$ cat config.mk
export PLATFORM = sky130hd
export DESIGN_NAME = rx_data_fifo
export DESIGN_NICKNAME = d
export VERILOG_FILES = /design/src/rtl/rx_data_fifo.sv
export SDC_FILE = /design/constraint.sdc
export NUM_CORES = 1
export LEC_CHECK = 0
export BUFFER_PORTS_ARGS = -buffer_cell sky130_fd_sc_hd__buf_2
export CAP_MARGIN = 20
export CORE_MARGIN = 2
export CORE_UTILIZATION = 59
export CTS_CLUSTER_SIZE = 14
export DETAILED_ROUTE_END_ITERATION = 10
export GPL_TIMING_DRIVEN = 0
export PLACE_DENSITY = 0.89
export SYNTH_ARGS = -nofsm -noshare
export SYNTH_HDL_FRONTEND = slang
export SYNTH_SLANG_ARGS = --single-unit
$ cat constraint.sdc
create_clock -name clk -period 3.5 [get_ports clk]
set_input_delay 0.175 -clock clk [delete_from_list [all_inputs] [get_ports clk]]
set_output_delay 0.175 -clock clk [all_outputs]
set_load 0.01 [all_outputs]
$ cat src/rtl/rx_data_fifo.sv
// Receive-side byte FIFO behind the USB RCU: first-word fall-through head,
// occupancy outputs and sticky overrun/underrun flags.
module rx_data_fifo #(
    parameter int DATA_WIDTH = 8,
    parameter int DEPTH      = 8,
    parameter int ADDR_BITS  = 3,
    parameter int AFULL_LVL  = 6
) (
    input  logic                  clk,
    input  logic                  n_rst,
    input  logic                  w_enable,
    input  logic [DATA_WIDTH-1:0] w_data,
    input  logic                  r_enable,
    input  logic                  clear_err,
    output logic [DATA_WIDTH-1:0] r_data,
    output logic                  empty,
    output logic                  full,
    output logic                  almost_full,
    output logic [ADDR_BITS:0]    count,
    output logic                  overrun,
    output logic                  underrun
);

    localparam logic [ADDR_BITS:0]   CNT_FULL  = (ADDR_BITS+1)'(DEPTH);
    localparam logic [ADDR_BITS:0]   CNT_AFULL = (ADDR_BITS+1)'(AFULL_LVL);
    localparam logic [ADDR_BITS:0]   CNT_ONE   = (ADDR_BITS+1)'(1);
    localparam logic [ADDR_BITS-1:0] PTR_ONE   = ADDR_BITS'(1);

    logic [DATA_WIDTH-1:0] mem [DEPTH];
    logic [ADDR_BITS-1:0]  wptr;
    logic [ADDR_BITS-1:0]  rptr;

    logic wr_accept;
    logic rd_accept;
    logic overrun_evt;
    logic underrun_evt;

    assign empty       = (count == '0);
    assign full        = (count == CNT_FULL);
    assign almost_full = (count >= CNT_AFULL);
    assign r_data      = mem[rptr];

    // A full FIFO still takes a write when the head is popped in the same cycle.
    always_comb begin
        wr_accept    = w_enable && (!full || r_enable);
        rd_accept    = r_enable && !empty;
        overrun_evt  = w_enable && full && !r_enable;
        underrun_evt = r_enable && empty;
    end

    always_ff @(posedge clk or negedge n_rst) begin
        if (!n_rst) begin
            for (int i = 0; i < DEPTH; i++) begin
                mem[i] <= '0;
            end
        end else if (wr_accept) begin
            mem[wptr] <= w_data;
        end
    end

    always_ff @(posedge clk or negedge n_rst) begin
        if (!n_rst) begin
            wptr <= '0;
            rptr <= '0;
        end else begin
            if (wr_accept) begin
                wptr <= wptr + PTR_ONE;
            end
            if (rd_accept) begin
                rptr <= rptr + PTR_ONE;
            end
        end
    end

    always_ff @(posedge clk or negedge n_rst) begin
        if (!n_rst) begin
            count <= '0;
        end else if (wr_accept && !rd_accept) begin
            count <= count + CNT_ONE;
        end else if (rd_accept && !wr_accept) begin
            count <= count - CNT_ONE;
        end
    end

    // A new error event outranks clear_err arriving in the same cycle.
    always_ff @(posedge clk or negedge n_rst) begin
        if (!n_rst) begin
            overrun  <= 1'b0;
            underrun <= 1'b0;
        end else begin
            overrun  <= overrun_evt  || (overrun  && !clear_err);
            underrun <= underrun_evt || (underrun && !clear_err);
        end
    end

endmodule
==> metrics.md, run 1 <==
| Metric | Value |
|---|---|
| Synthesized area per cell | `15.8 um2` |
| CTS clock-pin slew for the worst setup and hold paths | `0.08 ns` |
| Fraction of the yosys area taken by sequential cells | `between 50% and 60%` |
| Critical path buffers and inverters | `4` |
| Area occupied by multi-input gates | `between 1500 and 2000 um2` |
| Wirelength, routed | `6880 um` |
| Total number of vias | `2164` |
| Max FO, Critical Path | `10` |
| GRT Util Overall | `21.5%` |
| Global placer's final weighted congestion | `0.774` |
| Via count of the first global-routing pass | `between 2000 and 2500` |
| Power density over the cells | `~1000 nW/um2` |
| Skew final | `about 0.0069 ns` |
| TritonCTS Buffers | `9` |
| Share of synthesized cell area in full adder, half adder and majority cells | `2.24%` |
| TritonCTS Sinks | `76` |
| Area fraction in and, or, nand and nor cells after synthesis | `~2.7%` |
| Average wire per standard cell | `about 19 um` |
| Cells along the critical path | `or4b_1 -> buf_2 -> buf_12 -> o21ai_2 -> inv_1 -> ha_1 -> inv_1 -> ha_1 -> or4_1 -> o211ai_1 -> o211ai_1` |
| Final-stage net count | `~300` |
| Initial antenna violation count | `0` |
| Total Power | `around 4.1 mW` |
| Count of different cell masters after synthesis | `37` |
| H-Tree Depth | `3` |
| Setup Slack @ Placement | `about 0.37 ns` |
| Count of routing violations after the opening detailed-route iteration | `115` |
| Leakage component of the power | `1.79 nW` |
| Instance count after placement with tap cells included | `337` |
| Delay-heaviest family, CP | `simple AND/OR/NAND/NOR gates` |
| Hold Fails Final Rpt | `0` |
| Worst EP required | `~3.7 ns` |
| Multiplexer share of the synthesized area | `32.9%` |
| TritonCTS clock tree | `done` |
| Setup repair after global routing missed its margin | `no` |
| CP Class | `reg2reg` |
| Final setup margin | `approximately 0.35 ns` |
| Total global routing overflow | `0` |
| Highest Clock Rate | `318 MHz` |
| Tightest Pin Transition | `~0.85 ns` |
| Core region area | `5990 um2` |
| Status | `completed` |
| Cell chosen for the clock root | `clkbuf_8` |
| Post-synthesis cell area | `~3700 um2` |
| Fraction of synthesized cell area in xor and xnor cells | `under 10%` |
| Compound-gate portion of the synthesized area | `6.89%` |
| Capturing element type of the critical path | `register` |
| Horizontal die dimension | `about 83 um` |
| Post-cts gate resize count | `0` |
| Area of the die | `just under 7000 um2` |
| Remaining max-slew budget at the tightest pin | `42.3%` |
| Critical Path Start Type | `register` |
| Final critical path time including I/O delays and setup | `between 3 and 4 ns` |
| Via-per-instance ratio | `around 6.1` |
| Max capacitance violation total | `0` |
| Number of standard cells in the final layout excluding fillers | `around 350` |
| # diodes | `0` |
| Fillcell total | `a little under 400` |
| Aggregate negative setup slack | `0 ns` |
| Setup violations, final | `0` |
| Starting density of the core | `around 62%` |
| Footprint of the flip-flops and latches | `~1900 um2` |
| Boundary pin count | `30` |
| Number of routed nets with antenna violations | `0` |
| Combinational family with the most area after synthesis | `multiplexers` |
| Global-route wire length before repair | `between 10000 and 15000 um` |
| Leading cell type in the layout, fill and taps excluded | `dfrtp_1` |
| IO buf count | `28` |
| Highest-count cells in the layout ignoring fill and taps | `dfrtp_1, mux2_2, buf_2, mux4_2, clkbuf_8` |
| Largest buffer count on any clock path | `2` |
| Tcrit/Tclk final | `between 80% and 90%` |
| Detailed-routing iteration count for the pre-antenna-repair pass | `4` |
| IR drop worst, VDD | `roughly 0.49 mV` |
| Peak per-stage delay on the critical path | `between 0.5 and 0.6 ns` |
| Placed wire-length estimate after detailed placement | `approximately 4600 um` |
| Data arrival time of the worst path | `between 3 and 4 ns` |
| Post-route design area | `around 4200 um2` |
| Path class of the lowest-slack min-delay path | `in2reg` |
| Pin count of the biggest net entering global routing | `63` |
| Floorplan die height | `about 83 um` |
| Cells after Synth | `approximately 230` |
| Clk Latency, worst-skew pair | `0.35 ns` |
| Number of remaining DRC errors | `0` |
| Mapped Nets | `252` |
| Crit path max-delay cell type | `or4b_1` |
| Number of max-slew violations in the final report | `0` |
| Setup slack of the most critical reg-to-reg path | `roughly 0.35 ns` |
| Fraction of final layout cells with drive strength greater than 1 | `around 53%` |
| Synth warn | `0` |
| Synth-to-layout area growth | `12.9%` |
| Placed cell areas | `between 3000 and 4000 um2` |
| Number of core rows | `28` |
| Synthesis-stage register bit count | `76` |
synthesized netlist by cell type, drive strengths merged:
cell | n | area [um2]
or4b | 1 | 10.0
mux4 | 16 | 360
nand3b | 1 | 7.51
nand3 | 2 | 10.0
mux2i | 1 | 10.0
clkbuf | 3 | 11.3
o41ai | 1 | 8.76
nor3 | 1 | 5.00
o211ai | 6 | 86.3
and4 | 1 | 8.76
o21ai | 3 | 30.0
fa | 1 | 20.0
or4 | 1 | 7.51
ha | 5 | 62.6
nand2 | 2 | 7.51
o2111ai | 4 | 82.6
dfrtp | 76 | 1900
xnor2 | 5 | 43.8
a21o | 1 | 7.51
a22o | 2 | 17.5
buf | 8 | 52.6
or3 | 1 | 6.26
a21oi | 2 | 10.0
nor2b | 3 | 18.8
nor4 | 1 | 6.26
inv | 5 | 18.8
a2111o | 1 | 11.3
mux2 | 75 | 845
nor2 | 3 | 11.3
xor2 | 1 | 8.76
cell families after synthesis:
group           count (synthesis)
compound gates                 20
xor+xnor                        6
fa+ha+maj                       6
buf+inv                        16
flops                          76
mux                            92
simple gates                   17
report_power, final:
part	internal, mW	leakage (nW)	switching [mW]
logic	1.03	0.777	0.750
clock network	0.366	0.102	0.314
registers	1.32	0.914	0.278
total	2.71	1.79	1.34
worst min-delay path: stages:
cell	delay [ns]
buf_2	0.09
inv_1	0.07
a22o_1	0.13
repair_timing:
item	CTS	global route
buffers inserted	0	0
endpoints found under the hold margin	71	0
hold buffers	1	0
worst paths after layout:
path                       startpoint  endpoint  cells past startpoint
min reg2reg                   mem[24]   mem[24]                      1
max in group asynchronous       n_rst   rptr[0]                      3
min                         clear_err   overrun                      3
max                          count[2]  count[3]                     11
min in group asynchronous       n_rst  count[1]                      2
max reg2reg                  count[2]  count[3]                     11
per-stage QoR:
step / util (%) / hold slack, ns
3_5_place_dp: 66.0 / 0.0476
6_report: 69.5 / 0.151
2_1_floorplan: - / -0.121
5_1_grt: 69.5 / 0.151
4_1_cts: 69.5 / 0.140
3_3_place_gp: 65.5 / 0.469
cell type report:
class | instances | area share, %
plain buffers | 11 | 1.53
clock buffers | 12 | 3.73
clock inverters | 4 | 1.14
inverters | 5 | 0.451
multi-input cells | 141 | 40.9
flip-flops and latches | 76 | 45.7
well taps | 75 | 2.25
repair buffers | 30 | 4.33
routing by layer:
metal	track usage (%)	wire, um	part of all wire (%)
met5	0	0	0
met4	8.94	118	1.7
met3	3.88	206	3.0
met2	34.8	3540	51
met1	29.0	3010	44
sequential cells by signal, summed over array words and instances, names as in the netlist:
signal    flops
rptr          3
underrun      1
overrun       1
mem          64
count         4
wptr          3
Power figures use the tool's default switching activity.
==> run 2, diff against run 1 <==
ABC_AREA = 1   (was not set)
CORE_UTILIZATION = 60   (was 59)
==> run 2 against run 1 <==
  * Clock-buffer cell count decreased by 3
  * Die area increased by 15%
  * Clock power decreased by 0.7%
  * Sequential cell count unchanged
  * Power increased by 10%
  * Combinational power increased by 27%
  * Non-clock buffer count increased by 19
  * Register-to-register slack improved by 0.59 ns
  * Sequential power decreased by 4%
  * Global-route usage increased by 9.6 points
  * Largest cell class is now multi-input gates
==> metrics.md, run 2 <==
| Metric | Value |
|---|---|
| Setup repair after global routing missed its margin | `no` |
| Global-route wire length before repair | `18500 um` |
| Largest buffer count on any clock path | `2` |
| Capturing element type of the critical path | `register` |
| Cell chosen for the clock root | `clkbuf_8` |
| Setup slack of the most critical reg-to-reg path | `approximately 0.94 ns` |
| Number of post-CTS setup repair buffers | `0` |
| Top-count cell post-synth | `nand2_1` |
| Aggregate negative setup slack | `0 ns` |
| Worst Hold End | `overrun` |
| Internal portion of total power | `2.41 mW` |
| Endpoint of the worst-slack reg-to-reg timing path | `count[3]` |
| Via count of the first global-routing pass | `between 3000 and 4000` |
| Hold Fails Final Rpt | `0` |
| Largest register by flop count | `mem` |
| Post-cts gate resize count | `0` |
| Total number of vias | `about 4100` |
| Leakage component of the power | `about 2.6 nW` |
| Combinational fraction of design power | `between 50% and 60%` |
| TritonCTS Sinks | `76` |
| Total global routing overflow | `0` |
| Tightest Pin Transition | `approximately 0.55 ns` |
| # diodes | `0` |
| Via-per-instance ratio | `around 5.7` |
| TritonCTS clock tree | `done` |
| Synthesis-stage register bit count | `76` |
| Wirelength, routed | `~11000 um` |
| Core Util, Final | `67.2%` |
| Horizontal die dimension | `roughly 89 um` |
| Cells along the critical path | `nor2_1 -> nand3_2 -> buf_6 -> nand2_2 -> inv_1 -> ha_1 -> inv_1 -> ha_1 -> or2_2 -> nand2_1 -> nand2_1 -> nand3_1 -> nand2_1` |
| Number of routed nets with antenna violations | `0` |
| Reg power frac | `about 35%` |
| Tcrit/Tclk final | `about three quarters` |
| Highest Clock Rate | `390 MHz` |
| Global placer's final weighted congestion | `about 0.91` |
| Most Frequent Cell on Critical Path | `nand2_1` |
| CP Class | `reg2reg` |
| Critical path buffers and inverters | `3` |
| Fraction of the yosys area taken by sequential cells | `43.8%` |
| Flip-flop count of the largest register, all copies and words added | `between 60 and 70` |
| TritonCTS Buffers | `9` |
| Count of cells along the worst register-to-register path | `13` |
| Status | `completed` |
| Boundary pin count | `30` |
| Starting density of the core | `between 60% and 70%` |
| Number of remaining DRC errors | `0` |
| Remaining max-slew budget at the tightest pin | `about 63%` |
| Area share of the largest cell type after synthesis | `a little over two fifths` |
| H-Tree Depth | `3` |
| Power density over the cells | `roughly 930 nW/um2` |
| Critical Path Start Type | `register` |
| Worst EP required | `between 3 and 4 ns` |
| Startpoint of the most critical hold path | `clear_err` |
| Core region area | `between 7000 and 8000 um2` |
| Synth warn | `0` |
| Crit path max-delay cell type | `dfrtp_1` |
| Total Power | `4.47 mW` |
| Clk Latency, worst-skew pair | `~0.37 ns` |
| Count of routing violations after the opening detailed-route iteration | `about 380` |
| Floorplan die height | `89.0 um` |
| CTS Hold Bufs | `1` |
| Share of power burned in the clock network | `about 15%` |
| Placed wire-length estimate after detailed placement | `~7700 um` |
| Setup Slack @ Placement | `1.02 ns` |
| Average wire per standard cell | `about 15 um` |
| Synth-to-layout area growth | `10.5%` |
| CTS clock-pin slew for the worst setup and hold paths | `around 0.08 ns` |
| Dominant cells by area after synthesis | `dfrtp_1, nand2_1, nand4_1, nor2_1, inv_1` |
| GRT Util Overall | `between 30% and 40%` |
| Final setup margin | `approximately 0.94 ns` |
| R2r startpoint | `count[1]` |
| Switching share of power | `46.1%` |
| IR drop worst, VDD | `between 0.6 and 0.7 mV` |
| Cells after Synth | `about 590` |
| Initial antenna violation count | `0` |
| Fraction of final layout cells with drive strength greater than 1 | `14.6%` |
| Skew final | `0.00451 ns` |
| Number of core rows | `31` |
| Pin count of the biggest net entering global routing | `64` |
| Net switching power | `approximately 2.1 mW` |
| Post-synth EDFFs | `0` |
| Detailed-routing iteration count for the pre-antenna-repair pass | `7` |
| Peak per-stage delay on the critical path | `0.48 ns` |
| Post-synthesis cell area | `4340 um2` |
| IO buf count | `20` |
| Delay-heaviest family, CP | `simple AND/OR/NAND/NOR gates` |
| Top Registers | `mem (64), count (4)` |
| Most used flip-flop cell after synthesis | `dfrtp_1` |
| Top cells by instance count after synthesis | `nand2_1, dfrtp_1, nor2_1` |
| Hold path depth | `2` |
| Max capacitance violation total | `0` |
| Path class of the lowest-slack min-delay path | `in2reg` |
| Synthesized area per cell | `7.30 um2` |
| Data arrival time of the worst path | `around 2.8 ns` |
| Number of max-slew violations in the final report | `0` |
| Final-stage net count | `646` |
| Fraction of registers with async set or reset after synthesis | `between 90% and 100%` |
| Setup violations, final | `0` |
| Count of different cell masters after synthesis | `26` |
| Highest-count cells in the layout ignoring fill and taps | `nand2_1, dfrtp_1, nor2_1, nand4_1, inv_1` |
| Max FO, Critical Path | `10` |
| Mapped Nets | `roughly 610` |
| Leading cell type in the layout, fill and taps excluded | `nand2_1` |
| Cell type contributing the most total cell area after synthesis | `dfrtp_1` |
| Area of the die | `7930 um2` |
| Final critical path time including I/O delays and setup | `roughly 2.6 ns` |
[run 2: cell types whose count changed in the layout (fill, tap and decap cells not counted), sizes merged, moves of 6 or more]
cell	previous run	this run
nand2	2	262
mux2	75	0
nor2	3	73
nand4	0	64
inv	5	48
mux4	16	0
buf	37	49
nand3	2	13
o211ai	6	0
[run 2: how the worst max path moves through the flow]
stage / startpoint / endpoint / slack [ns] / cells past startpoint
after CTS: count[1] / count[3] / 0.94 / 13
final: count[1] / count[3] / 0.94 / 13
after global placement: count[1] / count[3] / 1.17 / 13
after floorplan: count[1] / count[3] / 1.27 / 13
after global routing: count[1] / count[3] / 0.77 / 13
after detailed placement: count[1] / count[3] / 1.02 / 13
[run 2: cell families after synthesis]
| logic type | synth area share, % |
|---|---|
| AND/OR/NAND/NOR | 43.2 |
| buffers and inverters | 9.26 |
| flip-flops | 43.8 |
| adder cells (fa/ha/maj) | 1.90 |
| AO/OA/AOI/OAI | 0.778 |
| XOR/XNOR | 1.01 |
[run 2: power groups by stage]
stage                     Sequential [mW]  Clock, mW  Combinational (mW)
final                                1.54      0.676                2.26
after global routing                 1.59      0.706                2.56
after CTS                            1.53      0.671                2.23
after detailed placement             1.54          0                2.21
after global placement               1.52          0                2.13
after floorplan                      1.50          0                1.63
[run 2: worst reg2reg max path, cell delays in order (launching register included)]
cell and delay, ns:
dfrtp_1 0.48, nor2_1 0.22, nand3_2 0.13, buf_6 0.18
nand2_2 0.11, inv_1 0.09, ha_1 0.23, inv_1 0.15
ha_1 0.29, or2_2 0.32, nand2_1 0.08, nand2_1 0.05
nand3_1 0.06, nand2_1 0.06
[run 2: area by class of cell]
| cell class | count | area (um2) |
|---|---|---|
| fillers | 613 | 2340 |
| multi-input cells | 432 | 2040 |
| flip-flops and latches | 76 | 1900 |
| plain buffers | 38 | 214 |
| inverters | 48 | 188 |
| repair buffers | 22 | 140 |
| clock buffers | 9 | 124 |
| well taps | 99 | 124 |
| clock inverters | 7 | 67.6 |
[run 2: metal layers]
metal  global-route usage [%]  wire length [um]  up-vias
li1                         -                 -     1938
met1                     40.6              4480     1959
met2                     50.9              5440      208
met3                     5.17               974       35
met4                     14.9               352        0
met5                        0                 0        -
[run 2: metrics by stage]
step           instance area [um2]  hold slack (ns)  instances
3_3_place_gp                  4560            0.389        713
6_report                      4790          0.00676        731
3_5_place_dp                  4590           0.0451        714
5_1_grt                       4790           0.0241        731
4_1_cts                       4790          0.00852        731
2_1_floorplan                 4340           -0.121        594
